`config.mk`:
```
export PLATFORM = sky130hd
export DESIGN_NAME = defect_overlay_flat
export DESIGN_NICKNAME = d
export VERILOG_FILES = /design/src/rtl/defect_overlay_if.sv /design/src/rtl/defect_overlay.sv /design/src/flat_wrapper.sv
export SDC_FILE = /design/constraint.sdc
export NUM_CORES = 1
export LEC_CHECK = 0
export CAP_MARGIN = 20
export CELL_PAD_IN_SITES_DETAIL_PLACEMENT = 1
export CELL_PAD_IN_SITES_GLOBAL_PLACEMENT = 2
export CORE_MARGIN = 2
export CORE_UTILIZATION = 32
export CTS_CLUSTER_SIZE = 30
export DETAILED_ROUTE_END_ITERATION = 8
export MAX_ROUTING_LAYER = met4
export PLACE_DENSITY_LB_ADDON = 0.1
export RECOVER_POWER = 25
export REMOVE_ABC_BUFFERS = 1
export SLEW_MARGIN = 20
export SYNTH_ARGS = -nofsm -noshare
export SYNTH_HDL_FRONTEND = slang
export SYNTH_SLANG_ARGS = --single-unit
```
`constraint.sdc`:
```
create_clock -name pixclk_in -period 8.1 [get_ports pixclk_in]
set_input_delay 1.215 -clock pixclk_in [delete_from_list [all_inputs] [get_ports pixclk_in]]
set_output_delay 1.215 -clock pixclk_in [all_outputs]
set_load 0.005 [all_outputs]
```
`src/rtl/defect_overlay_if.sv`:
```
// Pixel stream and defect-coordinate bundle for defect_overlay.
// slave is the overlay side; master is the video source / sink.
interface defect_overlay_if #(
   parameter int unsigned COORD_WID = 11
);
   logic [COORD_WID-1:0] defect_p1_x;
   logic [COORD_WID-1:0] defect_p1_y;
   logic [COORD_WID-1:0] defect_p2_x;
   logic [COORD_WID-1:0] defect_p2_y;
   logic [COORD_WID-1:0] defect_p3_x;
   logic [COORD_WID-1:0] defect_p3_y;
   logic [COORD_WID-1:0] defect_p4_x;
   logic [COORD_WID-1:0] defect_p4_y;
   logic                 defect_valid;
   logic                 in_vs;
   logic                 in_de;
   logic [23:0]          in_data;
   logic                 out_vs;
   logic                 out_de;
   logic [23:0]          out_data;

   modport master (
      output defect_p1_x, defect_p1_y,
      output defect_p2_x, defect_p2_y,
      output defect_p3_x, defect_p3_y,
      output defect_p4_x, defect_p4_y,
      output defect_valid,
      output in_vs, in_de, in_data,
      input  out_vs, out_de, out_data
   );

   modport slave (
      input  defect_p1_x, defect_p1_y,
      input  defect_p2_x, defect_p2_y,
      input  defect_p3_x, defect_p3_y,
      input  defect_p4_x, defect_p4_y,
      input  defect_valid,
      input  in_vs, in_de, in_data,
      output out_vs, out_de, out_data
   );
endinterface

```
`src/rtl/defect_overlay.sv`:
```
// Draws a defect bounding box (and optional point markers) over RGB888 video.
// Define DEFECT_OVERLAY_MARK_EN to add the cross markers on the four points.
module defect_overlay #(
   parameter int unsigned          COORD_WID  = 11,
   parameter logic [COORD_WID-1:0] IMG_WIDTH  = 11'd640,
   parameter logic [COORD_WID-1:0] IMG_HEIGHT = 11'd480,
   parameter int unsigned          MARK_HALF  = 4,
   parameter logic [23:0]          BOX_COLOR  = 24'hFF0000,
   parameter logic [23:0]          MARK_COLOR = 24'h00FF00
) (
   input logic             pixclk_in,
   input logic             rst_out,
   defect_overlay_if.slave bus
);

   localparam int unsigned EW = COORD_WID + 1;

   typedef logic [COORD_WID-1:0] crd_t;
   typedef logic [EW-1:0]        ext_t;

   localparam crd_t X_MAX = IMG_WIDTH - 1'b1;
   localparam crd_t Y_MAX = IMG_HEIGHT - 1'b1;

   typedef struct packed {
      crd_t [3:0] px;
      crd_t [3:0] py;
      logic       valid;
   } shadow_t;

   typedef enum logic [1:0] {
      WAIT_VS = 2'd0,
      BLANK   = 2'd1,
      ACTIVE  = 2'd2
   } state_t;

   state_t      state_q;
   logic        vs_prev_q;
   logic        de_prev_q;
   crd_t        x_q;
   crd_t        x_d;
   crd_t        y_q;
   crd_t        y_d;
   shadow_t     sh_q;
   shadow_t     sh_d;
   shadow_t     sh_in;

   logic        vs_rise;
   logic        de_fall;
   logic        draw;
   crd_t        pix_x;
   crd_t        pix_y;
   logic        x_in;
   logic        y_in;
   logic        on_edge;
   logic        box_ok;
   logic        box_hit;

   logic        s1_vs_q;
   logic        s1_de_q;
   logic [23:0] s1_data_q;
   logic        s1_box_q;

   logic        out_vs_q;
   logic        out_de_q;
   logic [23:0] out_data_q;
   logic [23:0] data_d;
   logic        mark_sel;
   logic        box_sel;

   assign sh_in = {
      bus.defect_p4_x, bus.defect_p3_x,
      bus.defect_p2_x, bus.defect_p1_x,
      bus.defect_p4_y, bus.defect_p3_y,
      bus.defect_p2_y, bus.defect_p1_y,
      bus.defect_valid
   };

   assign vs_rise = bus.in_vs & ~vs_prev_q;
   assign de_fall = ~bus.in_de & de_prev_q;

   // A pixel arriving on the vs edge already belongs to the new frame.
   assign sh_d  = vs_rise ? sh_in : sh_q;
   assign pix_x = x_q;
   assign pix_y = vs_rise ? '0 : y_q;

   assign draw = bus.in_de & sh_d.valid
               & (vs_rise | (state_q != WAIT_VS));

   always_comb begin
      x_d = x_q;
      unique case (1'b1)
         bus.in_de: x_d = (x_q == X_MAX) ? x_q : x_q + 1'b1;
         de_fall:   x_d = '0;
         default:   x_d = x_q;
      endcase
   end

   always_comb begin
      y_d = y_q;
      if (vs_rise)
         y_d = '0;
      else if (de_fall && (y_q != Y_MAX))
         y_d = y_q + 1'b1;
   end

   assign box_ok  = (sh_d.px[0] <= sh_d.px[1])
                  & (sh_d.py[2] <= sh_d.py[3]);
   assign x_in    = (pix_x >= sh_d.px[0])
                  & (pix_x <= sh_d.px[1]);
   assign y_in    = (pix_y >= sh_d.py[2])
                  & (pix_y <= sh_d.py[3]);
   assign on_edge = (pix_x == sh_d.px[0])
                  | (pix_x == sh_d.px[1])
                  | (pix_y == sh_d.py[2])
                  | (pix_y == sh_d.py[3]);
   assign box_hit = box_ok & x_in & y_in & on_edge;

`ifdef DEFECT_OVERLAY_MARK_EN
   localparam ext_t MH = ext_t'(MARK_HALF);

   logic mark_hit;
   logic s1_mark_q;

   // Widened compare so arms near 0 cannot wrap to the far edge.
   function automatic logic near(crd_t a, crd_t p);
      ext_t ea;
      ext_t ep;
      ea = {1'b0, a};
      ep = {1'b0, p};
      return ((ea + MH) >= ep) && (ea <= (ep + MH));
   endfunction

   always_comb begin
      mark_hit = 1'b0;
      for (int k = 0; k < 4; k++) begin
         if ((pix_y == sh_d.py[k]) && near(pix_x, sh_d.px[k]))
            mark_hit = 1'b1;
         if ((pix_x == sh_d.px[k]) && near(pix_y, sh_d.py[k]))
            mark_hit = 1'b1;
      end
   end

   always_ff @(posedge pixclk_in) begin
      if (rst_out)
         s1_mark_q <= 1'b0;
      else
         s1_mark_q <= draw & mark_hit;
   end

   assign mark_sel = s1_de_q & s1_mark_q;
`else
   logic unused_pts;
   assign unused_pts = ^{sh_d.px[3:2], sh_d.py[1:0],
                         MARK_COLOR, 32'(MARK_HALF)};
   assign mark_sel = 1'b0;
`endif

   assign box_sel = s1_de_q & s1_box_q & ~mark_sel;

   always_comb begin
      data_d = '0;
      unique case (1'b1)
         !s1_de_q: data_d = '0;
         mark_sel: data_d = MARK_COLOR;
         box_sel:  data_d = BOX_COLOR;
         default:  data_d = s1_data_q;
      endcase
   end

   always_ff @(posedge pixclk_in) begin
      if (rst_out) begin
         state_q <= WAIT_VS;
      end else begin
         case (state_q)
            WAIT_VS: if (vs_rise)    state_q <= BLANK;
            BLANK:   if (bus.in_de)  state_q <= ACTIVE;
            ACTIVE:  if (vs_rise)    state_q <= BLANK;
            default:                 state_q <= WAIT_VS;
         endcase
      end
   end

   always_ff @(posedge pixclk_in) begin
      if (rst_out) begin
         vs_prev_q  <= 1'b0;
         de_prev_q  <= 1'b0;
         x_q        <= '0;
         y_q        <= '0;
         sh_q       <= '0;
         s1_vs_q    <= 1'b0;
         s1_de_q    <= 1'b0;
         s1_data_q  <= '0;
         s1_box_q   <= 1'b0;
         out_vs_q   <= 1'b0;
         out_de_q   <= 1'b0;
         out_data_q <= '0;
      end else begin
         vs_prev_q  <= bus.in_vs;
         de_prev_q  <= bus.in_de;
         x_q        <= x_d;
         y_q        <= y_d;
         sh_q       <= sh_d;
         s1_vs_q    <= bus.in_vs;
         s1_de_q    <= bus.in_de;
         s1_data_q  <= bus.in_data;
         s1_box_q   <= draw & box_hit;
         out_vs_q   <= s1_vs_q;
         out_de_q   <= s1_de_q;
         out_data_q <= data_d;
      end
   end

   assign bus.out_vs   = out_vs_q;
   assign bus.out_de   = out_de_q;
   assign bus.out_data = out_data_q;

endmodule
```
`src/flat_wrapper.sv`:
```
// flat-port wrapper written by rule: the top's interface ports become plain ports
module defect_overlay_flat 
#(
   parameter int unsigned          COORD_WID  = 11,
   parameter logic [COORD_WID-1:0] IMG_WIDTH  = 11'd640,
   parameter logic [COORD_WID-1:0] IMG_HEIGHT = 11'd480,
   parameter int unsigned          MARK_HALF  = 4,
   parameter logic [23:0]          BOX_COLOR  = 24'hFF0000,
   parameter logic [23:0]          MARK_COLOR = 24'h00FF00
)
  (pixclk_in, rst_out, bus_defect_p1_x, bus_defect_p1_y, bus_defect_p2_x, bus_defect_p2_y, bus_defect_p3_x, bus_defect_p3_y, bus_defect_p4_x, bus_defect_p4_y, bus_defect_valid, bus_in_vs, bus_in_de, bus_in_data, bus_out_vs, bus_out_de, bus_out_data);
  defect_overlay_if #(.COORD_WID(COORD_WID)) bus_i ();
  input logic pixclk_in;
  input logic rst_out;
  input wire logic [$bits(bus_i.defect_p1_x)-1:0] bus_defect_p1_x;
  input wire logic [$bits(bus_i.defect_p1_y)-1:0] bus_defect_p1_y;
  input wire logic [$bits(bus_i.defect_p2_x)-1:0] bus_defect_p2_x;
  input wire logic [$bits(bus_i.defect_p2_y)-1:0] bus_defect_p2_y;
  input wire logic [$bits(bus_i.defect_p3_x)-1:0] bus_defect_p3_x;
  input wire logic [$bits(bus_i.defect_p3_y)-1:0] bus_defect_p3_y;
  input wire logic [$bits(bus_i.defect_p4_x)-1:0] bus_defect_p4_x;
  input wire logic [$bits(bus_i.defect_p4_y)-1:0] bus_defect_p4_y;
  input wire logic [$bits(bus_i.defect_valid)-1:0] bus_defect_valid;
  input wire logic [$bits(bus_i.in_vs)-1:0] bus_in_vs;
  input wire logic [$bits(bus_i.in_de)-1:0] bus_in_de;
  input wire logic [$bits(bus_i.in_data)-1:0] bus_in_data;
  output wire logic [$bits(bus_i.out_vs)-1:0] bus_out_vs;
  output wire logic [$bits(bus_i.out_de)-1:0] bus_out_de;
  output wire logic [$bits(bus_i.out_data)-1:0] bus_out_data;
  assign bus_i.defect_p1_x = bus_defect_p1_x;
  assign bus_i.defect_p1_y = bus_defect_p1_y;
  assign bus_i.defect_p2_x = bus_defect_p2_x;
  assign bus_i.defect_p2_y = bus_defect_p2_y;
  assign bus_i.defect_p3_x = bus_defect_p3_x;
  assign bus_i.defect_p3_y = bus_defect_p3_y;
  assign bus_i.defect_p4_x = bus_defect_p4_x;
  assign bus_i.defect_p4_y = bus_defect_p4_y;
  assign bus_i.defect_valid = bus_defect_valid;
  assign bus_i.in_vs = bus_in_vs;
  assign bus_i.in_de = bus_in_de;
  assign bus_i.in_data = bus_in_data;
  assign bus_out_vs = bus_i.out_vs;
  assign bus_out_de = bus_i.out_de;
  assign bus_out_data = bus_i.out_data;
  defect_overlay #(.COORD_WID(COORD_WID), .IMG_WIDTH(IMG_WIDTH), .IMG_HEIGHT(IMG_HEIGHT), .MARK_HALF(MARK_HALF), .BOX_COLOR(BOX_COLOR), .MARK_COLOR(MARK_COLOR)) u_core (.pixclk_in(pixclk_in), .rst_out(rst_out), .bus(bus_i));
endmodule
```
## After elaboration in Yosys (flattened, before gate mapping)

Index checks and enable logic that the tools add are counted.

| word-level totals | value |
|---|---|
| register bits | 144 |
| input port bits | 117 |
| output and inout port bits | 26 |

| operators by class | value |
|---|---|
| $add $sub $neg | 2 |
| order comparisons | 6 |
| equality and inequality tests | 11 |
| muxes and demuxes | 8 |
| bitwise gates (word level) | 18 |
| reductions and logical operators | 9 |

Operators with widths:

| operator | count |
|---|---|
| 67-bit 2-to-1 mux | 1 |
| 24-bit case mux with 2 select lines | 1 |
| 11-bit equality test | 4 |
| 11-bit less-or-equal comparator | 4 |
| 11-bit by 1-bit adder with 11-bit output (second input constant) | 2 |
| 11-bit greater-or-equal comparator | 2 |
| 11-bit 2-to-1 mux | 2 |
| 11-bit case mux with 2 select lines | 1 |
| 1-bit bitwise AND | 12 |
| 11-bit by 10-bit equality test with 1-bit output (second input constant) | 1 |
| 11-bit by 9-bit inequality test with 1-bit output (second input constant) | 1 |
| 2-bit 2-to-1 mux | 2 |
| 2-bit inequality test (second input constant) | 2 |
| 1-bit OR | 4 |
| 2-bit case mux with 2 select lines | 1 |
| 2-bit AND reduction | 2 |
| 2-bit nonzero test | 2 |
| 2-bit OR reduction | 2 |
| 2-bit by 1-bit equality test with 1-bit output (second input constant) | 1 |
| 2-bit equality test (second input constant) | 1 |
| 2-bit zero test | 1 |
| 2-bit by 1-bit inequality test with 1-bit output (second input constant) | 1 |
| 1-bit inverter | 2 |
| 1-bit logical AND | 1 |
| 1-bit zero test | 1 |

## Logic depth before layout (Yosys ltp)

Gate-level depths: netlist (run 1).

| logic depth | value |
|---|---|
| depth after elaboration | 9 |
| mapped depth | 14 |
| depth with buffers taken out | 11 |

## Least setup slack after synthesis (run 1)

OpenSTA, ideal clock, no wires.

| path | value |
|---|---|
| kind | input-to-reg |
| start point | in bus_in_vs |
| end point | reg u_core.s1_box_q |
| setup time | 0.087 ns |
| data arrival time | 4.214 ns |
| path slack | 3.798 ns |
| stages on the path | 13 |
| buffers on the path | 3 |
| cells stage by stage | nand2b_4 -> buf_6 -> buf_2 -> buf_1 -> mux2i_1 -> ha_1 -> a21oi_1 -> o21ai_0 -> maj3_1 -> or3b_2 -> a311oi_1 -> o21ai_1 -> nor4b_2 |

| on the way | value |
|---|---|
| longest elaborated chain between the ends | 8 |
| elaborated cells between the ends (all ways) | 26 |
| those cells by class | 6 x order compare; 4 x eq/ne; 2 x mux; 14 x bitwise |

RTL lines:

| item | RTL line | source |
|---|---|---|
| start: declaration | flat_wrapper.sv:24 | `input wire logic [$bits(bus_i.in_vs)-1:0] bus_in_vs;` |
| 1-bit bitwise AND * | defect_overlay.sv:78 | `assign vs_rise = bus.in_vs & ~vs_prev_q;` |
| 67-bit 2-to-1 mux | defect_overlay.sv:82 | `assign sh_d = vs_rise ? sh_in : sh_q;` |
| 11-bit less-or-equal comparator (tied with other cells) | defect_overlay.sv:106 | `assign box_ok = (sh_d.px[0] <= sh_d.px[1])` |
| 1-bit bitwise AND (tied with other cells) | defect_overlay.sv:107 | `& (sh_d.py[2] <= sh_d.py[3]);` |
| 1-bit bitwise AND / 1-bit OR (equally long branches) | defect_overlay.sv:116, defect_overlay.sv:114 |  |
| 1-bit bitwise AND / 1-bit OR (equally long branches) | defect_overlay.sv:116, defect_overlay.sv:115 |  |
| 1-bit bitwise AND | defect_overlay.sv:116 | `assign box_hit = box_ok & x_in & y_in & on_edge;` |
| 1-bit bitwise AND * | defect_overlay.sv:206 | `s1_box_q <= draw & box_hit;` |
| end signal: assignment | defect_overlay.sv:206 |  |
| end: declaration | defect_overlay.sv:61 | `logic s1_box_q;` |

Mark *: on every way between the ends. The rest lies on a longest branch, timed or not.
A chain may end at the register's enable or synchronous reset.

==> results of run 1 <==
cell families (layout without fill, tap and decap cells):
group | Yosys count | after routing | share of synthesized area (%)
AO/OA/AOI/OAI | 79 | 79 | 8.62
AND/OR/NAND/NOR | 250 | 250 | 21.6
XOR/XNOR | 26 | 26 | 3.89
buffers and inverters | 54 | 159 | 3.64
adder cells (fa/ha/maj) | 58 | 58 | 12.4
multiplexers | 46 | 46 | 8.15
flip-flops | 122 | 122 | 41.8
state kept, by name (all words and copies together), names as in the netlist, 2 cells and up:
signal,count
u_core.sh_q,45
u_core.state_q,2
u_core.s1_data_q,24
u_core.y_q,11
u_core.bus.out_data,24
u_core.pix_x,11
metal layers:
metal	vias to the layer above	part of all wire [%]	wire length [microns]	global-route usage, %
met5	-	0	0	-
met4	0	1.3	191	5.48
met3	14	3.6	542	4.35
met2	86	44	6640	25.6
met1	2181	51	7740	22.0
li1	2361	-	-	-
cells in the mapped netlist (all sizes together) (2+ instances only):
cell type  instances  area share, %
nor4b              2           0.41
a211oi             4           0.51
o21a               2           0.26
nand3             14            1.2
o21bai             2           0.26
and2              25            2.7
or3                8           0.86
and3               2           0.21
a22o               2           0.30
inv               28            1.8
xor2              12            1.8
nor2              98            6.3
xnor2             14            2.1
a21o               3           0.38
a221oi             3           0.45
a21oi             25            2.1
nand2             28            1.8
a2111oi            2           0.41
clkbuf            15           0.96
mux2i             46            8.1
o211ai             3           0.38
nor3               5           0.43
dfxtp            122             42
a311oi             2           0.30
buf               11           0.88
nand2b             6           0.77
nor4               5           0.53
o21ai             22            1.9
nand4             11            1.2
nor2b             38            4.1
ha                57             12
o31ai              2           0.26
and4               2           0.30
report_power, final:
part	switching [W]	internal [W]	total, W
clock network	0.000303	0.000427	0.000730
logic	0.000109	0.000103	0.000212
registers	0.00000987	0.000624	0.000634
total	0.000422	0.00115	0.00158
worst register-to-register path: cells and delay by family, from the launching register on:
family	cells	cell delay, ns
AO/OA/AOI/OAI	4	0.65
adder cells (fa/ha/maj)	2	0.67
flip-flops	1	0.37
multiplexers	1	0.42
AND/OR/NAND/NOR	3	1.44
placed cells by master, fill, tap and decap left out, types with 2 or more instances in the layout:
| master | synthesis | layout |
|---|---|---|
| dfxtp_1 | 122 | 122 |
| clkbuf_1 | 15 | 2 |
| inv_6 | 0 | 3 |
| mux2i_1 | 44 | 44 |
| a21o_1 | 3 | 3 |
| xnor2_1 | 14 | 14 |
| a211oi_1 | 4 | 4 |
| ha_1 | 57 | 57 |
| inv_1 | 28 | 28 |
| a311oi_1 | 2 | 2 |
| a221oi_1 | 3 | 3 |
| nor2b_1 | 38 | 38 |
| o21a_1 | 2 | 2 |
| a22o_1 | 2 | 2 |
| clkbuf_16 | 0 | 17 |
| and2_1 | 25 | 25 |
| o21ai_0 | 21 | 21 |
| o211ai_1 | 3 | 3 |
| nor3_1 | 5 | 5 |
| nor2_1 | 98 | 98 |
| and4_1 | 2 | 2 |
| nor4_1 | 5 | 5 |
| xor2_1 | 12 | 12 |
| nand2b_1 | 5 | 5 |
| clkdlybuf4s50_1 | 0 | 96 |
| a21oi_1 | 25 | 25 |
| nand2_1 | 28 | 28 |
| nand4_1 | 11 | 11 |
| clkinvlp_4 | 0 | 3 |
| or3_1 | 8 | 8 |
| o21bai_1 | 2 | 2 |
| o31ai_1 | 2 | 2 |
| and3_1 | 2 | 2 |
| clkinv_4 | 0 | 6 |
| nand3_1 | 14 | 14 |
stage by stage:
step | power, W | utilization (%) | area (sq um) | hold slack, ns
after floorplan | 0.000769 | - | 5740 | 0.406
after global placement | 0.000853 | 39.1 | 7020 | 0.410
after detailed placement | 0.000861 | 39.1 | 7020 | 0.413
after CTS | 0.00160 | 42.3 | 7590 | 0.422
after global routing | 0.00166 | 42.2 | 7580 | 0.432
final | 0.00158 | 42.2 | 7580 | 0.421
layout make-up:
type / count / area [sq um] / area share, %
inverters: 28 / 105 / 1.39
flip-flops and latches: 122 / 2440 / 32.2
repair buffers: 100 / 986 / 13.0
clock inverters: 14 / 143 / 1.88
multi-input cells: 459 / 3190 / 42.1
well taps: 229 / 287 / 3.78
clock buffers: 17 / 425 / 5.61
worst paths after layout:
kind / cells past startpoint / end
worst max register to register: 10 / u_core.s1_box_q$_SDFF_PP0_
worst min register to register: 1 / u_core.bus.out_data[3]$_SDFF_PP0_
worst max-delay path: 5 / u_core.bus.out_data[2]$_SDFF_PP0_
worst min-delay path: 1 / u_core.bus.out_data[3]$_SDFF_PP0_
==> flow_metrics.env, run 1 <==
export IMPL_outcome="complete, but fails checks"
export IMPL_wl_per_cell_microns=15.6
export IMPL_critPathLaunchType="primary input"
export IMPL_rsz0062_at_grt="false"
export IMPL_dieArea_sq_um=19400
export IMPL_drt_first_iter_violations=137
export IMPL_crit_path_max_incr_delay_ns=1.69
export IMPL_vias_per_cell=4.79
export IMPL_period_minus_slack_ns=4.60
export IMPL_wirelength_microns=15100
export IMPL_relSlewSlack_pct=-50.9
export IMPL_grt_usage_pct=16.9
export IMPL_syn_area_per_cell_sq_um=9.21
export IMPL_synth_distinct_cells=55
export IMPL_startpoint="rst_out"
export IMPL_post_cts_setup_buffers=0
export IMPL_overflow=0
export IMPL_cts_tree="done"
export IMPL_tightest_slew_ns=2.26
export IMPL_max_freq_mhz=218
export IMPL_core_sq_um=18000
export IMPL_cts_resized=0
export IMPL_hold_buffers=0
export IMPL_antenna_found_initial=0
export IMPL_hpwlAfterDp_microns=11400
export IMPL_crit_chain="clkbuf_1 > clkbuf_1 > nand2b_1 > nor2_1 > and2_1"
export IMPL_num_io_pins=143
export IMPL_synthFlopType="dfxtp_1"
export IMPL_antenna_cells=0
export IMPL_dp_cells=938
export IMPL_drive_gt1_share_pct=5.41
export IMPL_ys_ff_latch=122
export IMPL_tns_ns=0
export IMPL_grt_pass1_vias=4864
export IMPL_clock_skew_final_ns=0.00644
export IMPL_max_vdd_ir_drop_v=0.000148
export IMPL_die_w_microns=139
export IMPL_worstPathArrival_ns=4.91
export IMPL_hold_path_class="reg -> reg"
export IMPL_portBuffers=98
export IMPL_die_y_microns=139
export IMPL_nFillCells=2038
export IMPL_yosysSeqAreaShare_pct=41.8
export IMPL_htree_levels=4
export IMPL_dr_pass1_iters=4
export IMPL_p_leak_nw=3.26
export IMPL_gp_congestion=0.813
export IMPL_required_ns=8.41
export IMPL_insertion_delay_ns=0.42
export IMPL_path_clk_slew_ns=0.06
export IMPL_critPathTopFamily="buffers and inverters"
export IMPL_crit_path_end_kind="register"
export IMPL_clk_path_buf_depth=2
export IMPL_critical_path_class="in -> reg"
export IMPL_synthCells=635
export IMPL_synth_edff_count=0
export IMPL_clock_sinks=122
export IMPL_p_per_area_nw_per_um2=208
export IMPL_crit_top_cell="clkbuf_1"
export IMPL_grt_max_degree=58
export IMPL_drv_cap=1
export IMPL_async_flop_share_pct=0
export IMPL_ant_nets=0
export IMPL_route_detailed_drc=0
export IMPL_area_growth_syn_to_layout_pct=29.6
export IMPL_yosys_warnings=0
export IMPL_initial_core_util_pct=32.6
export IMPL_critical_path_buf_inv_count=2
export IMPL_cts_made_buffers=17
export IMPL_r2r_setup_slack_ns=4.46
export IMPL_worst_slack_ns=3.50
export IMPL_vias=4642
export IMPL_finalHoldViolations=0
export IMPL_cts_root_buf="clkbuf_16"
export IMPL_nNetsFinal=902
export IMPL_worstReg2RegStart="u_core.vs_prev_q$_SDFF_PP0_"
export IMPL_netlist_area_sq_um=5850
export IMPL_rows=49
export IMPL_worstHoldStart="u_core.s1_data_q[3]$_SDFF_PP0_"
export IMPL_finalSetupViolations=0
export IMPL_grt_pass1_wl_microns=25300
export IMPL_fin_cells=969
export IMPL_failed_checks="max-capacitance violations, max-slew violations"
export IMPL_final_max_slew_viol_count=49
export IMPL_cp_slowest_cell="clkbuf_1"
export IMPL_pre_cts_ws_ns=3.12
export IMPL_path_max_fanout=48
export IMPL_period_share_pct=56.8
No activity file was read; power rests on OpenSTA's default activity.
==> inputs of run 2 (changes only) <==
Settings changed: CORE_UTILIZATION 32 to 27.
Clock period 8.1 ns to 3.8 ns, I/O delays scaled along.
==> flow_metrics.env, run 2 (same netlist as run 1, synthesis figures left out) <==
export IMPL_critPathLaunchType="primary input"
export IMPL_rsz0062_at_grt="false"
export IMPL_hold_path_class="reg -> reg"
export IMPL_highest_layer="met4"
export IMPL_final_cell_mix="122 x dfxtp_1, 98 x nor2_1, 97 x clkdlybuf4s50_1"
export IMPL_period_share_pct=87.0
export IMPL_dr_pass1_iters=4
export IMPL_wl_met2_microns=7170
export IMPL_cts_resized=0
export IMPL_route_detailed_drc=0
export IMPL_vias=4787
export IMPL_die_y_microns=151
export IMPL_routed_wl_met3_microns=664
export IMPL_p_per_area_nw_per_um2=457
export IMPL_grt_pass1_vias=5138
export IMPL_path_max_fanout=9
export IMPL_tns_ns=0
export IMPL_num_io_pins=143
export IMPL_wl_per_cell_microns=15.6
export IMPL_clock_skew_final_ns=0.00879
export IMPL_final_max_slew_viol_count=0
export IMPL_grt_usage_pct=15.3
export IMPL_die_w_microns=151
export IMPL_worstPathArrival_ns=3.64
export IMPL_hold_buffers=0
export IMPL_finalHoldViolations=0
export IMPL_dp_cells=1011
export IMPL_insertion_delay_ns=0.42
export IMPL_clock_sinks=122
export IMPL_portBuffers=98
export IMPL_period_minus_slack_ns=3.31
export IMPL_max_freq_mhz=303
export IMPL_drv_cap=0
export IMPL_drive_gt1_share_pct=8.72
export IMPL_initial_core_util_pct=27.7
export IMPL_path_clk_slew_ns=0.06
export IMPL_startpoint="bus_in_vs"
export IMPL_outcome="finished, final reports clean"
export IMPL_largest_register_ffs=45
export IMPL_finalSetupViolations=0
export IMPL_crit_end="u_core.s1_box_q$_SDFF_PP0_"
export IMPL_htree_levels=4
export IMPL_worstReg2RegEnd="u_core.s1_box_q$_SDFF_PP0_"
export IMPL_antenna_cells=0
export IMPL_top_register="u_core.sh_q"
export IMPL_cts_tree="done"
export IMPL_core_sq_um=21200
export IMPL_antenna_found_initial=0
export IMPL_fin_cells=1043
export IMPL_crit_path_end_kind="register"
export IMPL_nFillCells=2393
export IMPL_r2r_setup_slack_ns=0.71
export IMPL_rows=53
export IMPL_overflow=0
export IMPL_wirelength_microns=16300
export IMPL_ant_nets=0
export IMPL_vias_per_cell=4.59
export IMPL_gp_congestion=0.774
export IMPL_nNetsFinal=929
export IMPL_whs_path_depth=1
export IMPL_required_ns=4.13
export IMPL_relSlewSlack_pct=7.09
export IMPL_clk_path_buf_depth=2
export IMPL_p_leak_nw=3.43
export IMPL_cts_root_buf="clkbuf_16"
export IMPL_drt_first_iter_violations=131
export IMPL_cts_made_buffers=17
export IMPL_max_vdd_ir_drop_v=0.000267
export IMPL_area_growth_syn_to_layout_pct=35.5
export IMPL_ff2ff_path_depth=10
export IMPL_grt_max_degree=30
export IMPL_worstReg2RegStart="u_core.vs_prev_q$_SDFF_PP0_"
export IMPL_critical_path_class="in -> reg"
export IMPL_post_cts_setup_buffers=0
export IMPL_layout_cells_most_common="dfxtp_1"
export IMPL_hpwlAfterDp_microns=12600
export IMPL_grt_pass1_wl_microns=26000
export IMPL_dieArea_sq_um=22900
export IMPL_tightest_slew_ns=1.39
export IMPL_drt_met1_wl_microns=8270
[run 2: where the power goes]
group          internal (W)  leakage, nW  total [W]  switching, W
sequential          0.00133         1.00    0.00135     0.0000211
combinational      0.000248         2.12   0.000494      0.000246
clock               0.00112        0.309    0.00177      0.000656
total               0.00270         3.43    0.00362      0.000923
[run 2: worst min path at each step]
| stage | startpoint | to |
|---|---|---|
| after floorplan | u_core.s1_data_q[0]$_SDFF_PP0_ | u_core.bus.out_data[0]$_SDFF_PP0_ |
| after global placement | u_core.s1_data_q[12]$_SDFF_PP0_ | u_core.bus.out_data[12]$_SDFF_PP0_ |
| after detailed placement | u_core.s1_data_q[13]$_SDFF_PP0_ | u_core.bus.out_data[13]$_SDFF_PP0_ |
| after CTS | u_core.s1_data_q[0]$_SDFF_PP0_ | u_core.bus.out_data[0]$_SDFF_PP0_ |
| after global routing | u_core.s1_data_q[12]$_SDFF_PP0_ | u_core.bus.out_data[12]$_SDFF_PP0_ |
| final | u_core.s1_data_q[0]$_SDFF_PP0_ | u_core.bus.out_data[0]$_SDFF_PP0_ |
[run 2: worst max-delay path, stage by stage]
cell and delay, ns:
clkdlybuf4s50_1 0.49, nand2b_4 0.23, mux2i_1 0.33, ha_1 0.32
a21oi_1 0.14, o21ai_0 0.11, maj3_1 0.36, or3b_2 0.45
a311oi_1 0.26, o21ai_1 0.13, nor4b_2 0.24
[run 2: through the flow]
step	total power [W]	setup slack [ns]	hold slack [ns]	area [sq um]	utilization, %
after floorplan	0.00164	0.526	0.406	5740	-
after global placement	0.00187	0.120	0.410	7290	34.5
after detailed placement	0.00188	-0.00409	0.414	7290	34.5
after CTS	0.00367	0.428	0.423	7930	37.5
after global routing	0.00379	0.198	0.439	7920	37.5
final	0.00362	0.494	0.422	7920	37.5
[run 2: area by class of cell]
type / instances / area (sq um) / share of cell area (%)
multi-input combinational: 459 / 3200 / 40.3
inverter: 28 / 105 / 1.33
clock buffer: 18 / 429 / 5.42
timing repair buffer: 127 / 1200 / 15.1
tap: 275 / 344 / 4.34
clock inverter: 14 / 209 / 2.64
sequential: 122 / 2440 / 30.8
[run 2: per-layer routing]
metal  global-route usage, %  vias to the layer above
met5                       -                        -
met4                    4.39                        0
met3                    3.92                       16
met2                    23.5                       92
met1                    19.9                     2258
li1                        -                     2421
==> inputs of run 3 (changes only) <==
Settings changed: CORE_ASPECT_RATIO from default to 2, PLACE_DENSITY from default to 0.75, PLACE_DENSITY_LB_ADDON 0.1 to default.
==> flow_metrics.env, run 3 (same netlist as run 1, synthesis figures left out) <==
export IMPL_vias_per_cell=4.74
export IMPL_wirelength_microns=17100
export IMPL_drv_cap=0
export IMPL_htree_levels=4
export IMPL_hold_buffers=0
export IMPL_largest_register_ffs=45
export IMPL_overflow=0
export IMPL_drt_first_iter_violations=134
export IMPL_clock_sinks=122
export IMPL_worstPathArrival_ns=3.57
export IMPL_grt_busiest_layer="met2"
export IMPL_drive_gt1_share_pct=8.63
export IMPL_gp_congestion=0.877
export IMPL_insertion_delay_ns=0.43
export IMPL_met2_usage_pct=32.9
export IMPL_post_cts_setup_buffers=0
export IMPL_hpwlAfterDp_microns=13300
export IMPL_vias=4920
export IMPL_top_register="u_core.sh_q"
export IMPL_area_growth_syn_to_layout_pct=34.9
export IMPL_layout_cells_most_common="dfxtp_1"
export IMPL_dr_pass1_iters=4
export IMPL_globalRouteMet3Util_pct=3.40
export IMPL_total_power_w=0.00351
export IMPL_ant_nets=0
export IMPL_final_cell_mix="122 x dfxtp_1, 98 x nor2_1, 97 x clkdlybuf4s50_1"
export IMPL_hold_path_class="reg -> reg"
export IMPL_clock_skew_final_ns=0.00779
export IMPL_p_sw_share_pct=25.5
export IMPL_num_io_pins=143
export IMPL_initial_core_util_pct=27.3
export IMPL_tns_ns=0
export IMPL_grt_use_met1_pct=13.1
export IMPL_portBuffers=98
export IMPL_crit_path_max_incr_delay_ns=0.50
export IMPL_period_minus_slack_ns=3.23
export IMPL_p_leak_nw=3.41
export IMPL_grt_pass1_vias=5554
export IMPL_antenna_found_initial=0
export IMPL_grt_max_degree=50
export IMPL_power_frac_comb_pct=14.3
export IMPL_dieArea_sq_um=22900
export IMPL_cp_slowest_cell="clkdlybuf4s50_1"
export IMPL_die_y_microns=212
export IMPL_outcome="finished, final reports clean"
export IMPL_relSlewSlack_pct=12.3
export IMPL_route_detailed_drc=0
export IMPL_crit_chain="clkdlybuf4s50_1 > nand2b_4 > mux2i_1 > ha_1 > a21oi_1 > o21ai_0 > maj3_1 > or3b_2 > a311oi_1 > o21ai_1 > nor4b_2"
export IMPL_critPathLaunchType="primary input"
export IMPL_grt_pass1_wl_microns=27300
export IMPL_die_w_microns=108
export IMPL_final_max_slew_viol_count=0
export IMPL_clk_path_buf_depth=2
export IMPL_grt_usage_pct=16.1
export IMPL_rows=76
export IMPL_finalHoldViolations=0
export IMPL_finalSetupViolations=0
export IMPL_p_per_area_nw_per_um2=445
export IMPL_antenna_cells=0
export IMPL_cts_resized=0
export IMPL_rsz0062_at_grt="false"
export IMPL_crit_path_end_kind="register"
export IMPL_critical_path_class="in -> reg"
export IMPL_p_clk_share_pct=47.2
export IMPL_wl_per_cell_microns=16.5
export IMPL_max_vdd_ir_drop_v=0.000208
export IMPL_tightest_slew_ns=1.32
export IMPL_power_switching_w=0.000897
export IMPL_cts_made_buffers=17
export IMPL_period_share_pct=85.0
export IMPL_cts_root_buf="clkbuf_16"
export IMPL_required_ns=4.14
export IMPL_max_freq_mhz=310
export IMPL_path_max_fanout=4
export IMPL_p_int_w=0.00261
export IMPL_path_clk_slew_ns=0.06
export IMPL_cts_tree="done"
export IMPL_core_sq_um=21400
export IMPL_seqPwrFrac_pct=38.6
export IMPL_nNetsFinal=927
-- run 3: final cells by class --
cell class,instances,area (sq um)
Clock inverter,14,171
Fill cell,2455,13500
Inverter,28,105
Tap cell,273,342
Clock buffer,17,425
Multi-Input combinational cell,459,3190
Timing Repair Buffer,125,1210
Sequential cell,122,2440
-- run 3: stage by stage --
stage / util [%] / area [sq um] / setup slack, ns / cells / hold WS (ns)
2_1_floorplan: - / 5740 / 0.526 / 609 / 0.406
3_3_place_gp: 34.1 / 7300 / 0.186 / 1007 / 0.410
3_5_place_dp: 34.1 / 7300 / 0.126 / 1007 / 0.414
4_1_cts: 36.9 / 7900 / 0.564 / 1038 / 0.427
5_1_grt: 36.9 / 7890 / 0.373 / 1038 / 0.435
6_report: 36.9 / 7890 / 0.571 / 1038 / 0.426
-- run 3: path summary, 6_finish.rpt --
kind                                  start                           endpoint  slack, ns  cells after the start
max                               bus_in_vs         u_core.s1_box_q$_SDFF_PP0_       0.57                     11
min          u_core.s1_data_q[8]$_SDFF_PP0_  u_core.bus.out_data[8]$_SDFF_PP0_       0.43                      1
max reg2reg     u_core.vs_prev_q$_SDFF_PP0_         u_core.s1_box_q$_SDFF_PP0_       0.83                     10
min reg2reg  u_core.s1_data_q[8]$_SDFF_PP0_  u_core.bus.out_data[8]$_SDFF_PP0_       0.43                      1
-- run 3: routing by layer --
metal	up-vias	part of all wire, %
met5	-	0
met4	0	2.9
met3	31	3.1
met2	88	61
met1	2394	33
li1	2407	-
-- run 3: power by group through the flow --
stage	clock, W	combinational (W)	sequential (W)
2_1_floorplan	0	0.000264	0.00137
3_3_place_gp	0	0.000492	0.00138
3_5_place_dp	0	0.000511	0.00138
4_1_cts	0.00170	0.000515	0.00135
5_1_grt	0.00175	0.000562	0.00136
6_report	0.00166	0.000501	0.00135
-- run 3: critical path: cells and delay by family --
family,cells,cell delay (ns)
buf+inv,1,0.50
compound gates,4,0.65
simple gates,3,0.84
fa+ha+maj,2,0.67
mux,1,0.33
